[src/rtl/backdoor_pkg.sv]
// Shared types and constants for the backdoor lock code-entry controller.
package backdoor_pkg;

    typedef enum logic [2:0] {
        ENTRY,
        CHECK,
        FAIL,
        OPEN,
        NEW,
        CONFIRM,
        LOCKOUT
    } state_e;

    localparam int unsigned LED_W        = 6;
    localparam int unsigned LED_UNLOCK   = 0;
    localparam int unsigned LED_FAIL     = 1;
    localparam int unsigned LED_LOCKOUT  = 2;
    localparam int unsigned LED_CHANGE   = 3;
    localparam int unsigned LED_TRIES_LO = 4;
    localparam int unsigned LED_TRIES_HI = 5;

    localparam int unsigned SSD_W        = 16;
    localparam int unsigned SSD_DIGITS   = 4;
    localparam logic [15:0] SSD_OPEN     = 16'h0E0E;
    localparam logic [15:0] SSD_FAIL     = 16'hFFFF;

    // Each entered byte reveals two hex digits, filled from digit 0 upward.
    function automatic logic [3:0] blank_mask(input int unsigned n_bytes);
        logic [3:0] m;
        for (int unsigned i = 0; i < SSD_DIGITS; i++) begin
            m[i] = (i >= 2 * n_bytes);
        end
        return m;
    endfunction

endpackage

[src/rtl/lockout_timer.sv]
// Loadable 16-bit down-counter advanced by the slow tick; holds at zero.
module lockout_timer (
    input  logic        clk_in,
    input  logic        rst,
    input  logic        tick,
    input  logic        load,
    input  logic [15:0] load_val,
    output logic [15:0] count_nxt_c,
    output logic        done_c
);

    logic [15:0] count_q;
    logic [15:0] count_d;

    always_comb begin
        count_d = count_q;
        done_c  = 1'b0;
        if (load) begin
            count_d = load_val;
        end else if (tick && (count_q != 16'd0)) begin
            count_d = count_q - 16'd1;
            done_c  = (count_q == 16'd1);
        end
    end

    always_ff @(posedge clk_in or posedge rst) begin
        if (rst) begin
            count_q <= 16'd0;
        end else begin
            count_q <= count_d;
        end
    end

    assign count_nxt_c = count_d;

endmodule

[src/rtl/code_entry_controller.sv]
// Backdoor lock sequencer: code entry, check, change-code flow, lockout.
// Optional master code path enabled by defining BACKDOOR_MASTER_EN.
module code_entry_controller
    import backdoor_pkg::*;
#(
    parameter int unsigned            CODE_LEN   = 2,
    parameter int unsigned            MAX_TRIES  = 3,
    parameter int unsigned            LOCK_TICKS = 30,
    parameter logic [8*CODE_LEN-1:0]  RESET_CODE = (8*CODE_LEN)'(16'hBEEF)
`ifdef BACKDOOR_MASTER_EN
    ,
    parameter logic [8*CODE_LEN-1:0]  MASTER_CODE = (8*CODE_LEN)'(16'hC0DE)
`endif
) (
    input  logic              clk_in,
    input  logic              rst,
    input  logic              tick,
    input  logic              clear,
    input  logic              enter,
    input  logic              change,
    input  logic [7:0]        sw,
    output logic [LED_W-1:0]  led,
    output logic [SSD_W-1:0]  ssd_val,
    output logic [3:0]        ssd_blank
);

    localparam int unsigned CW = 8 * CODE_LEN;
    localparam int unsigned IW = (CODE_LEN > 1) ? $clog2(CODE_LEN) : 1;

    state_e          state_q, state_d;
    logic [CW-1:0]   buf_q, buf_d;
    logic [IW-1:0]   idx_q, idx_d;
    logic [1:0]      tries_q, tries_d;
    logic [CW-1:0]   code_q, code_d;
    logic [CW-1:0]   newcode_q, newcode_d;
    logic [LED_W-1:0] led_q, led_d;
    logic [SSD_W-1:0] ssd_val_q, ssd_val_d;
    logic [3:0]      ssd_blank_q, ssd_blank_d;

    logic [CW-1:0]   shifted;
    logic            last_byte;
    logic            match;
    logic            tmr_load;
    logic [15:0]     tmr_load_val;
    logic [15:0]     tmr_count_nxt;
    logic            tmr_done;

    lockout_timer u_timer (
        .clk_in      (clk_in),
        .rst         (rst),
        .tick        (tick),
        .load        (tmr_load),
        .load_val    (tmr_load_val),
        .count_nxt_c (tmr_count_nxt),
        .done_c      (tmr_done)
    );

    // Next-state, datapath and registered-output decode from next state.
    always_comb begin
        state_d      = state_q;
        buf_d        = buf_q;
        idx_d        = idx_q;
        tries_d      = tries_q;
        code_d       = code_q;
        newcode_d    = newcode_q;
        tmr_load     = 1'b0;
        tmr_load_val = 16'd0;
        shifted      = CW'({buf_q, sw});
        last_byte    = (idx_q == IW'(CODE_LEN - 1));
`ifdef BACKDOOR_MASTER_EN
        match        = (buf_q == code_q) || (buf_q == MASTER_CODE);
`else
        match        = (buf_q == code_q);
`endif

        case (state_q)
            ENTRY, NEW, CONFIRM: begin
                if (clear) begin
                    buf_d = '0;
                    idx_d = '0;
                    if (state_q != ENTRY) state_d = OPEN;
                end else if (enter) begin
                    buf_d = shifted;
                    idx_d = idx_q + IW'(1);
                    if (last_byte) begin
                        idx_d = '0;
                        if (state_q == ENTRY) begin
                            state_d = CHECK;
                        end else if (state_q == NEW) begin
                            newcode_d = shifted;
                            buf_d     = '0;
                            state_d   = CONFIRM;
                        end else begin
                            if (shifted == newcode_q) code_d = newcode_q;
                            buf_d   = '0;
                            state_d = OPEN;
                        end
                    end
                end
            end
            CHECK: begin
                buf_d = '0;
                idx_d = '0;
                if (match) begin
                    state_d = OPEN;
                    tries_d = 2'd0;
                end else if (32'(tries_q) + 32'd1 >= 32'(MAX_TRIES)) begin
                    state_d      = LOCKOUT;
                    tries_d      = 2'(MAX_TRIES);
                    tmr_load     = 1'b1;
                    tmr_load_val = 16'(LOCK_TICKS);
                end else begin
                    state_d = FAIL;
                    tries_d = tries_q + 2'd1;
                end
            end
            FAIL: begin
                if (clear || enter) state_d = ENTRY;
            end
            OPEN: begin
                if (clear) begin
                    state_d = ENTRY;
                end else if (!enter && change) begin
                    state_d = NEW;
                end
            end
            LOCKOUT: begin
                if (tmr_done) begin
                    state_d = ENTRY;
                    tries_d = 2'd0;
                    buf_d   = '0;
                    idx_d   = '0;
                end
`ifdef BACKDOOR_MASTER_EN
                else if (enter) begin
                    buf_d = shifted;
                    idx_d = idx_q + IW'(1);
                    if (last_byte) begin
                        buf_d = '0;
                        idx_d = '0;
                        if (shifted == MASTER_CODE) begin
                            state_d  = OPEN;
                            tries_d  = 2'd0;
                            tmr_load = 1'b1;
                        end
                    end
                end
`endif
            end
            default: begin
                state_d = ENTRY;
            end
        endcase

        led_d = '0;
        led_d[LED_TRIES_HI:LED_TRIES_LO] = tries_d;
        ssd_val_d   = '0;
        ssd_blank_d = 4'hF;
        case (state_d)
            ENTRY, NEW, CONFIRM: begin
                ssd_val_d   = 16'(buf_d);
                ssd_blank_d = blank_mask(32'(idx_d));
                if (state_d != ENTRY) led_d[LED_CHANGE] = 1'b1;
            end
            FAIL: begin
                led_d[LED_FAIL] = 1'b1;
                ssd_val_d       = SSD_FAIL;
                ssd_blank_d     = 4'h0;
            end
            OPEN: begin
                led_d[LED_UNLOCK] = 1'b1;
                ssd_val_d         = SSD_OPEN;
                ssd_blank_d       = 4'h0;
            end
            LOCKOUT: begin
                led_d[LED_LOCKOUT] = 1'b1;
                ssd_val_d          = tmr_count_nxt;
                ssd_blank_d        = 4'h0;
            end
            default: begin
                ssd_blank_d = 4'hF;
            end
        endcase
    end

    always_ff @(posedge clk_in or posedge rst) begin
        if (rst) begin
            state_q     <= ENTRY;
            buf_q       <= '0;
            idx_q       <= '0;
            tries_q     <= 2'd0;
            code_q      <= RESET_CODE;
            newcode_q   <= '0;
            led_q       <= '0;
            ssd_val_q   <= '0;
            ssd_blank_q <= 4'hF;
        end else begin
            state_q     <= state_d;
            buf_q       <= buf_d;
            idx_q       <= idx_d;
            tries_q     <= tries_d;
            code_q      <= code_d;
            newcode_q   <= newcode_d;
            led_q       <= led_d;
            ssd_val_q   <= ssd_val_d;
            ssd_blank_q <= ssd_blank_d;
        end
    end

    assign led       = led_q;
    assign ssd_val   = ssd_val_q;
    assign ssd_blank = ssd_blank_q;

endmodule
[config.mk]
export PLATFORM = sky130hd
export DESIGN_NAME = code_entry_controller
export DESIGN_NICKNAME = d
export VERILOG_FILES = /design/src/rtl/backdoor_pkg.sv /design/src/rtl/lockout_timer.sv /design/src/rtl/code_entry_controller.sv
export SDC_FILE = /design/constraint.sdc
export NUM_CORES = 1
export LEC_CHECK = 0
export ABC_AREA = 1
export CAP_MARGIN = 0
export CORE_UTILIZATION = 53
export DETAILED_ROUTE_END_ITERATION = 10
export PLACE_DENSITY = 0.74
export RECOVER_POWER = 25
export REMOVE_ABC_BUFFERS = 1
export SYNTH_ARGS = -nofsm -noshare
export SYNTH_HDL_FRONTEND = slang
export SYNTH_SLANG_ARGS = --single-unit
[constraint.sdc]
create_clock -name clk_in -period 8.45 [get_ports clk_in]
set_clock_uncertainty 0.1 [all_clocks]
set_input_delay 1.69 -clock clk_in [delete_from_list [all_inputs] [get_ports clk_in]]
set_output_delay 1.69 -clock clk_in [all_outputs]
set_load 0.02 [all_outputs]
==> results.json <==
{
  "dieArea_sq_um": 9850,
  "postSynthCellCount": 672,
  "clock_sinks": 92,
  "grt_max_degree": 54,
  "cpMostUsedCell": "o21ai_0",
  "tns_ns": 0,
  "cts_buffer_depth": 2,
  "netlist-cell-type-count": 35,
  "hold_violations": 0,
  "syn_avg_cell_area_sq_um": 7.46,
  "power.share.clock": 0.154,
  "overflow": 0,
  "pre_cts_ws_ns": 4.34,
  "cts_buffers": 9,
  "stdcell_area_sq_um": 5620,
  "grt_setup_unrepaired": "no",
  "critPathTopFamily": "compound AO/OA/AOI/OAI gates",
  "p_comb_frac": 0.493,
  "p_leak_nw": 2.78,
  "ys_ff_latch": 92,
  "io-pin-count": 40,
  "setup_ws_ns": 4.19,
  "die_x_microns": 99.2,
  "p_int_mw": 1.06,
  "synthTopCellsByCount": "nand2_1, inv_1, dfrtp_1",
  "cp.arrival_ns": 4.46,
  "clk_latency_ns": 0.36,
  "synth_top_area_share": 0.385,
  "drt_iter0_drc": 349,
  "p_seq_frac": 0.353,
  "routed_wl_microns": 11400,
  "root_buffer": "clkbuf_8",
  "postPlaceCellArea_sq_um": 5440,
  "cp_cell_sequence": "dlygate4sd3_1 -> a21boi_0 -> o21ai_0 -> o211ai_2 -> o21ai_0 -> nand2_1",
  "synth_area_sq_um": 5010,
  "io_buffers": 39,
  "fmax_mhz": 235,
  "r2r-start": "u_timer.count_q[0]",
  "tightest_slew_ns": 1.89,
  "p_per_area_nw_per_um2": 348,
  "cts_resized": 0,
  "n_antenna_cell": 0,
  "ys.flop_type": "dfrtp_1",
  "hp-class": "flop to flop",
  "critPathMaxStageDelay_ns": 1.45,
  "crit_fanout": 17,
  "worstHoldStart": "code_q[1]",
  "clk_pin_slew_ns": 0.10,
  "slew_headroom": -0.270,
  "yosysTopAreaCell": "dfrtp_1",
  "worstRegToRegCells": 9,
  "htree_levels": 3,
  "area_growth_pct": 12.1,
  "die_h_microns": 99.2,
  "violations": "capacitance limit, slew limit",
  "ff2ff_setup_slack_ns": 5.07,
  "grt_usage": 0.251,
  "wl_per_cell_microns": 13.9,
  "grt_pass1_wl_microns": 19500,
  "antenna_left": 0,
  "vias": 4285,
  "layout-drive-gt1-share": 0.0816,
  "crit_slowest_cell": "a21boi_0",
  "worst-path-buf-inv": 1,
  "antenna_found_initial": 0,
  "yosys-top-cells-area": "dfrtp_1, nand2_1, dfstp_2, inv_1, o21ai_0",
  "route.detailed.drc": 0,
  "period_share": 0.504,
  "switching_share": 0.458,
  "synth_edf_count": 0,
  "hold_depth": 2,
  "start_util": 0.545,
  "whs_ns": 0.379,
  "ys_seq_area_frac": 0.463,
  "placed_cells": 806,
  "drv_slew": 59,
  "status": "complete, but fails checks",
  "seq_area_sq_um": 2320,
  "stdcell_count": 822,
  "end_kind": "flop",
  "place.gp.congestion": 0.926,
  "maxCapViolCount": 2,
  "drtPass1Iterations": 8,
  "finalSetupViolCount": 0,
  "dpl.hpwl_microns": 8370,
  "post_cts_buffers": 0,
  "postSynth.asyncResetShare": 1.00,
  "cp-start-kind": "input port",
  "reg2reg_to": "ssd_val[4]",
  "ctsHoldBuffers": 0,
  "core_sq_um": 9200,
  "multi_input_area_sq_um": 2220,
  "worstHoldEndpoint": "code_q[1]",
  "ir_drop_uv": 130,
  "criticalPathCategory": "input port to flop",
  "placementRows": 35,
  "cts_tree": "built",
  "yosysMostFrequentCell": "nand2_1",
  "grt_pass1_vias": 4116,
  "vias_per_cell": 5.21,
  "finalCriticalPeriod_ns": 4.26,
  "fin_nets": 723,
  "crit_required_ns": 8.65,
  "n_fill_cell": 846,
  "ys_warn_count": 0,
  "p_sw_mw": 0.894
}
==> cell type report <==
type | count | share of cell area
flip-flops and latches | 92 | 0.413
well taps | 111 | 0.0247
repair buffers | 40 | 0.0709
clock buffers | 9 | 0.0221
clock inverters | 7 | 0.0134
multi-input cells | 474 | 0.396
inverters | 89 | 0.0597
==> sequential cells by signal, summed over array words and instances, names as in the netlist, named ones only <==
register / count
ssd_val: 16
u_timer.count_q: 16
idx_q: 1
ssd_blank: 2
led: 4
buf_q: 16
state_q: 3
code_q: 16
newcode_q: 16
==> layer usage <==
layer  vias to the layer above  share of wire  global-route usage
met1                      1991           0.47               0.344
met3                        20          0.037              0.0274
met2                        98           0.48               0.412
met5                         -              0                   0
li1                       2176              -                   -
met4                         0          0.016              0.0950
==> worst max-delay path by stage <==
stage	slack (ns)	startpoint	cells past startpoint	end
2_1_floorplan	4.29	rst	1	async pin
3_3_place_gp	4.41	enter	10	ssd_val[4]
3_5_place_dp	4.34	enter	10	ssd_val[13]
4_1_cts	4.71	enter	10	ssd_val[13]
5_1_grt	3.93	tick	6	ssd_val[4]
6_report	4.19	tick	6	ssd_val[4]
==> worst register-to-register path: stages (launching register included) <==
cell	delay [ns]
dfrtp_1	0.41
inv_1	0.11
ha_1	0.28
nand2_1	0.17
nor2_2	0.08
a21boi_0	1.43
o21ai_0	0.35
o211ai_2	0.19
o21ai_0	0.12
nand2_1	0.09
==> through the flow <==
stage / total power [mW] / util
after CTS: 1.96 / 0.613
after global routing: 2.12 / 0.611
final: 1.95 / 0.611
after global placement: 1.64 / 0.592
after detailed placement: 1.66 / 0.592
after floorplan: 1.35 / -
==> layout by cell type (no fill, tap or decap), drive strengths merged, types with 2 or more instances in the layout <==
| master | n |
|---|---|
| a21boi | 2 |
| nand3b | 4 |
| dfrtp | 77 |
| xor2 | 9 |
| inv | 88 |
| mux2 | 5 |
| nand4 | 7 |
| nor2 | 78 |
| nand3 | 30 |
| clkinvlp | 4 |
| a32oi | 11 |
| a21oi | 7 |
| o21ai | 56 |
| nand2 | 242 |
| nor4 | 2 |
| clkdlybuf4s50 | 36 |
| clkinv | 3 |
| dlygate4sd3 | 3 |
| ha | 3 |
| nor3 | 2 |
| nor3b | 3 |
| dfstp | 15 |
| clkbuf | 9 |
| xnor2 | 10 |
==> logic make-up (layout without fill, tap and decap cells) <==
| group | after synthesis | after routing | share of synthesized area |
|---|---|---|---|
| AND/OR/NAND/NOR | 369 | 369 | 0.306 |
| adder cells (fa/ha/maj) | 3 | 3 | 0.00749 |
| multiplexers | 5 | 5 | 0.0112 |
| flip-flops | 92 | 92 | 0.463 |
| AO/OA/AOI/OAI | 78 | 78 | 0.0904 |
| XOR/XNOR | 19 | 19 | 0.0332 |
| buffers and inverters | 106 | 145 | 0.0882 |
==> power by group through the flow <==
| stage | Combinational, mW | Sequential, mW | Clock (mW) |
|---|---|---|---|
| 2_1_floorplan | 0.616 | 0.736 | 0 |
| 3_3_place_gp | 0.944 | 0.692 | 0 |
| 3_5_place_dp | 0.966 | 0.694 | 0 |
| 4_1_cts | 0.971 | 0.687 | 0.306 |
| 5_1_grt | 1.08 | 0.705 | 0.327 |
| 6_report | 0.962 | 0.689 | 0.301 |
No activity file was read; power rests on OpenSTA's default activity.
==> edit 1: new RTL, config.mk and constraints unchanged <==
Add an input register stage for `tick`, `clear`, `change` and `sw`, without a reset; this delays them by one clock. The other inputs are not delayed to match.
--- a/src/rtl/code_entry_controller.sv
+++ b/src/rtl/code_entry_controller.sv
@@ -27,6 +27,18 @@
     localparam int unsigned CW = 8 * CODE_LEN;
     localparam int unsigned IW = (CODE_LEN > 1) ? $clog2(CODE_LEN) : 1;
 
+    logic tick_q;
+    logic clear_q;
+    logic change_q;
+    logic [7:0] sw_q;
+
+    always_ff @(posedge clk_in) begin
+        tick_q   <= tick;
+        clear_q  <= clear;
+        change_q <= change;
+        sw_q     <= sw;
+    end
+
     state_e          state_q, state_d;
     logic [CW-1:0]   buf_q, buf_d;
     logic [IW-1:0]   idx_q, idx_d;
@@ -48,7 +60,7 @@
     lockout_timer u_timer (
         .clk_in      (clk_in),
         .rst         (rst),
-        .tick        (tick),
+        .tick        (tick_q),
         .load        (tmr_load),
         .load_val    (tmr_load_val),
         .count_nxt_c (tmr_count_nxt),
@@ -65,7 +77,7 @@
         newcode_d    = newcode_q;
         tmr_load     = 1'b0;
         tmr_load_val = 16'd0;
-        shifted      = CW'({buf_q, sw});
+        shifted      = CW'({buf_q, sw_q});
         last_byte    = (idx_q == IW'(CODE_LEN - 1));
 `ifdef BACKDOOR_MASTER_EN
         match        = (buf_q == code_q) || (buf_q == MASTER_CODE);
@@ -75,7 +87,7 @@
 
         case (state_q)
             ENTRY, NEW, CONFIRM: begin
-                if (clear) begin
+                if (clear_q) begin
                     buf_d = '0;
                     idx_d = '0;
                     if (state_q != ENTRY) state_d = OPEN;
@@ -115,12 +127,12 @@
                 end
             end
             FAIL: begin
-                if (clear || enter) state_d = ENTRY;
+                if (clear_q || enter) state_d = ENTRY;
             end
             OPEN: begin
-                if (clear) begin
+                if (clear_q) begin
                     state_d = ENTRY;
-                end else if (!enter && change) begin
+                end else if (!enter && change_q) begin
                     state_d = NEW;
                 end
             end
Function: changed (a bounded check fails within 4 cycles, from zero or initial values and one cycle with rst high).
==> edit 1 against the original RTL <==
The flow still finishes with violations (max-capacitance violations, max-slew violations); critical path depth grew 4; utilization fell by 0.39 points; area after synthesis rose by 6.3%; combinational power down 7.8%; via count rose by 4.6%; count of clock-buffer cells in the layout up 1; wire length rose by 4.5%; sequential cell count is 11 higher; register-to-register slack better by 0.18 ns; worst setup slack better by 0.41 ns; power down 2.5%; design area rose by 5.6%; sequential share of layout area is 1.5 points higher.
==> edit 1: results (changes against the original RTL) <==
run_status:
  status: "complete, but fails checks"  # unchanged
  violations: "max-capacitance violations, max-slew violations"  # unchanged
worst_setup_path:
  cp_slowest_stage_delay_ns: 0.61  # was 1.45 ns
  crit_slowest_cell: "dlygate4sd3_1"  # was a21boi_0
  cp_max_fo: 17  # unchanged
  crit_arrival_ns: 4.00  # was 4.46 ns
drt:
  via_count: 4481  # was 4,285
  drtPass1Iterations: 4  # was 8
  avgRoutedWirePerCell_um: 13.8  # was 13.9 um
  drt_iter0_drc: 232  # was 349
finish:
  fill_cells: 893  # was 846
  drive_gt1_share_pct: 8.92  # was 8.16%
  antennaDiodeCount: 0  # unchanged
  nets: 741  # was 723
clock_tree:
  clk_pin_slew_ns: 0.09
  worstSkewPairLatency_ns: 0.38  # was 0.36 ns
  ctsHtreeMaxLevel: 3  # unchanged
  cts_setup_buffers: 0  # unchanged
  hold_buffers: 0  # unchanged
  numCtsBuffers: 9  # unchanged
  cts_root_buf: "clkbuf_8"  # unchanged
  cts_resized: 0  # unchanged
  cts_buffer_depth: 2  # unchanged
sta:
  maxSlewViolCount: 15  # was 59
  worst-slew-pin-transition_ns: 1.58  # was 1.89 ns
yosys:
  synth.area.top_cells: "dfrtp_1 36%, nand2_1 17%, dfstp_2 7.4%, nand3_1 5.8%, inv_1 5.2%"  # was dfrtp_1 38%, nand2_1 18%, dfstp_2 7.9%, inv_1 5.8%, o21ai_0 5.5%
  yosys_warnings: 0  # unchanged
  async_flop_share_pct: 89.3  # was 100%
  synth_common_cells: "242 x nand2_1, 77 x dfrtp_1, 74 x inv_1"  # was 236 x nand2_1, 78 x inv_1, 77 x dfrtp_1
  yosys.cell_types.count: 42  # was 35
  synth_seq_area_share_pct: 47.7  # was 46.3%
run:
  maxCapViolCount: 1  # was 2
global_route:
  grt_pass1_vias: 4189  # was 4,116
  grt_use_met3_pct: 2.67  # was 2.74%
  antenna_found_initial: 0  # unchanged
  grtUsageMet2_pct: 42.4  # was 41.2%
  grtUsageTotal_pct: 24.9  # was 25.1%
  grt_pass1_wl_um: 19900  # was 19,500 um
  grt_max_degree: 78  # was 54
  use_met1_pct: 33.1  # was 34.4%
min_path:
  hold_path.class: "reg -> reg"  # unchanged
floorplanning:
  placementRows: 36  # was 35
placed_design:
  pre_cts_slack_ns: 4.32  # was 4.34 ns
  dp_hpwl_um: 8680  # was 8370 um
  numPortBuffers: 39  # unchanged
  place_congestion: 0.879  # was 0.926
power_and_ir_drop:
  ir_drop_v: 0.000133  # was 0.000130 V
  p_leak_nw: 2.92  # was 2.78 nW
[edit 1: logic make-up after synthesis]
group	count (synthesis)	synth area share, %
compound gates	70	7.37
mux	4	0.845
xor+xnor	12	1.97
fa+ha+maj	3	0.705
flops	103	47.7
simple gates	400	33.2
buf+inv	100	8.20
[edit 1: layout make-up]
type	instances	area share, %
flip-flops and latches	103	42.8
multi-input cells	489	39.3
repair buffers	41	6.84
inverters	80	5.11
well taps	133	2.81
clock buffers	10	2.15
clock inverters	6	0.907
[edit 1: where the power goes]
part / leakage [nW] / switching [mW] / internal, mW
registers: 1.27 / 0.103 / 0.619
logic: 1.56 / 0.585 / 0.302
clock network: 0.0890 / 0.181 / 0.112
[edit 1: worst max-delay path, delay by kind of cell]
kind	cells	cell delay, ns
AOI/OAI and AO/OA	2	0.26
buffers and inverters	2	0.71
and+or+nand+nor	6	1.33
[edit 1: metal layers]
metal / part of all wire [%] / routed length [um]
met2: 49 / 5860
met5: 0 / 0
met4: 1.8 / 209
met1: 46 / 5500
met3: 2.9 / 341
[edit 1: worst paths after layout]
check                              startpoint                   to  slack [ns]  depth (start not counted)
max                                     enter            code_q[4]        4.61                         10
min                                code_q[10]           code_q[10]        0.38                          2
max reg2reg                u_timer.count_q[0]           ssd_val[7]        5.25                         11
min reg2reg                        code_q[10]           code_q[10]        0.38                          2
max in group asynchronous                 rst         newcode_q[0]        5.20                          3
min in group asynchronous                 rst  u_timer.count_q[12]        1.70                          2
[edit 1: per-stage QoR]
stage / utilization, % / area, um^2 / std cells
floorplan: - / 5190 / 672
finish: 60.7 / 5930 / 862
global route: 60.7 / 5930 / 862
CTS: 60.8 / 5950 / 862
global placement: 59.0 / 5770 / 846
detailed placement: 59.0 / 5770 / 846
==> edit 2: new RTL, same flow settings <==
Without the edit above. Set the package constant `LED_W` to 12 (it was 6).
--- a/src/rtl/backdoor_pkg.sv
+++ b/src/rtl/backdoor_pkg.sv
@@ -11,7 +11,7 @@
         LOCKOUT
     } state_e;
 
-    localparam int unsigned LED_W        = 6;
+    localparam int unsigned LED_W        = 12;
     localparam int unsigned LED_UNLOCK   = 0;
     localparam int unsigned LED_FAIL     = 1;
     localparam int unsigned LED_LOCKOUT  = 2;
Interface: changed (resized led); port bits go from 40 to 46. No check against the original RTL was run, so the function may have changed too.
==> edit 2 against the original RTL <==
The run still ends with max-capacitance violations, max-slew violations left; utilization down 0.21 points; power down 3.3%; non-clock buffer count up 1; wire length up 3.3%; synthesized cell count up 1.0%; design area up 0.60%; worst setup slack worse by 0.54 ns; combinational power down 4.5%; global-route usage up 0.086 points; area after synthesis up 1.8%; sequential cell count unchanged; sequential share of layout area down 0.25 points; via count up 2.3%; critical path type unchanged.
==> edit 2: results (changes against the original RTL) <==
power_and_ir_drop:
  sequentialPowerShare_pct: 36.8  # was 35.3%
  p_leak_nw: 2.95  # was 2.78 nW
  power.share.clock_pct: 14.5  # was 15.4%
  ir_drop_v: 0.000156  # was 0.000130 V
finish:
  fill_cells: 857  # was 846
  nets: 725  # was 723
  multi_input_area_um2: 2250  # was 2220 um^2
  final_area_um2: 5650  # was 5620 um^2
  clock_buffers: 11  # was 9
  non_clock_inverter_count: 90  # was 89
  drive_gt1_share_pct: 9.40  # was 8.16%
  nonClkBufAreaFrac_pct: 7.11  # was 7.09%
  final-clk-cell-share_pct: 3.12  # was 3.54%
  non_clock_buffer_count: 41  # was 40
sta:
  worst-slew-pin-transition_ns: 1.68  # was 1.89 ns
  fin_hold_ws_ns: 0.390  # was 0.379 ns
  maxSlewViolCount: 41  # was 59
clock_tree:
  clk_pin_slew_ns: 0.08  # was 0.10 ns
global_route:
  grt_use_met3_pct: 4.60  # was 2.74%
  grt_pass1_vias: 4200  # was 4,116
  grtUsageTotal_pct: 25.2  # was 25.1%
  grtUsageMet2_pct: 43.2  # was 41.2%
  use_met1_pct: 32.9  # was 34.4%
worst_setup_path:
  cp_slowest_stage_delay_ns: 0.78  # was 1.45 ns
  r2r_cells: 7  # was 9
  rrSetupSlack_ns: 5.36  # was 5.07 ns
  r2r-end: "code_q[8]"  # was ssd_val[4]
  path_buf_inv: 3  # was 1
  critPathLaunch: "enter"  # was tick
  cp_max_fo: 32  # was 17
  rr_startpoint: "state_q[2]"  # was u_timer.count_q[0]
  crit_slowest_cell: "nand3_1"  # was a21boi_0
yosys:
  postSynthAreaPerCell_um2: 7.51  # was 7.46 um^2
  synth-xor-area-share_pct: 2.40  # was 3.32%
  muxShareOfSynthArea_pct: 0.221  # was 1.12%
  synth_common_cells: "212 x nand2_1, 81 x inv_1, 77 x dfrtp_1"  # was 236 x nand2_1, 78 x inv_1, 77 x dfrtp_1
  synth_seq_area_share_pct: 45.5  # was 46.3%
  yosys.cell_types.count: 37  # was 35
  synth_adder_area_share_pct: 0.736  # was 0.749%
  synth.area.top_cells: "dfrtp_1 38%, nand2_1 16%, dfstp_2 7.7%, nand3_1 6.4%, inv_1 6.0%"  # was dfrtp_1 38%, nand2_1 18%, dfstp_2 7.9%, inv_1 5.8%, o21ai_0 5.5%
run_status:
  violations: "max-capacitance violations, max-slew violations"  # unchanged
  status: "complete, but fails checks"  # unchanged
placed_design:
  place_area_um2: 5490  # was 5440 um^2
min_path:
  holdPathEnd: "code_q[6]"  # was code_q[1]
  hp-start: "code_q[6]"  # was code_q[1]
drt:
  drt_iter0_drc: 184  # was 349
  avgRoutedWirePerCell_um: 14.0  # was 13.9 um
  drtPass1Iterations: 5  # was 8
run:
  maxCapViolCount: 1  # was 2
edit 2: changes by cell type after synthesis, sizes merged, moves of 4 or more:
| cell | before | now |
|---|---|---|
| o32ai | 0 | 6 |
| nand2 | 242 | 221 |
| nand3 | 30 | 66 |
| nor2 | 78 | 74 |
| xnor2 | 10 | 4 |
| buf | 12 | 21 |
| nand3b | 4 | 0 |
| mux2 | 5 | 1 |
| o21ai | 56 | 42 |
| a32oi | 11 | 0 |
| a21oi | 7 | 25 |
edit 2: through the flow:
stage               power, mW  std cells  worst slack (ns)
global placement         1.60        826              3.59
global route             2.04        842              3.28
floorplan                1.32        656              4.29
CTS                      1.90        842              3.78
detailed placement       1.62        826              3.38
finish                   1.89        842              3.65
edit 2: metal layers:
metal / share of wire [%] / routed length (um) / up-vias
met3: 4.1 / 481 / 16
met5: 0 / 0 / -
met1: 45 / 5340 / 2093
met2: 49 / 5800 / 97
li1: - / - / 2179
met4: 1.4 / 167 / 0
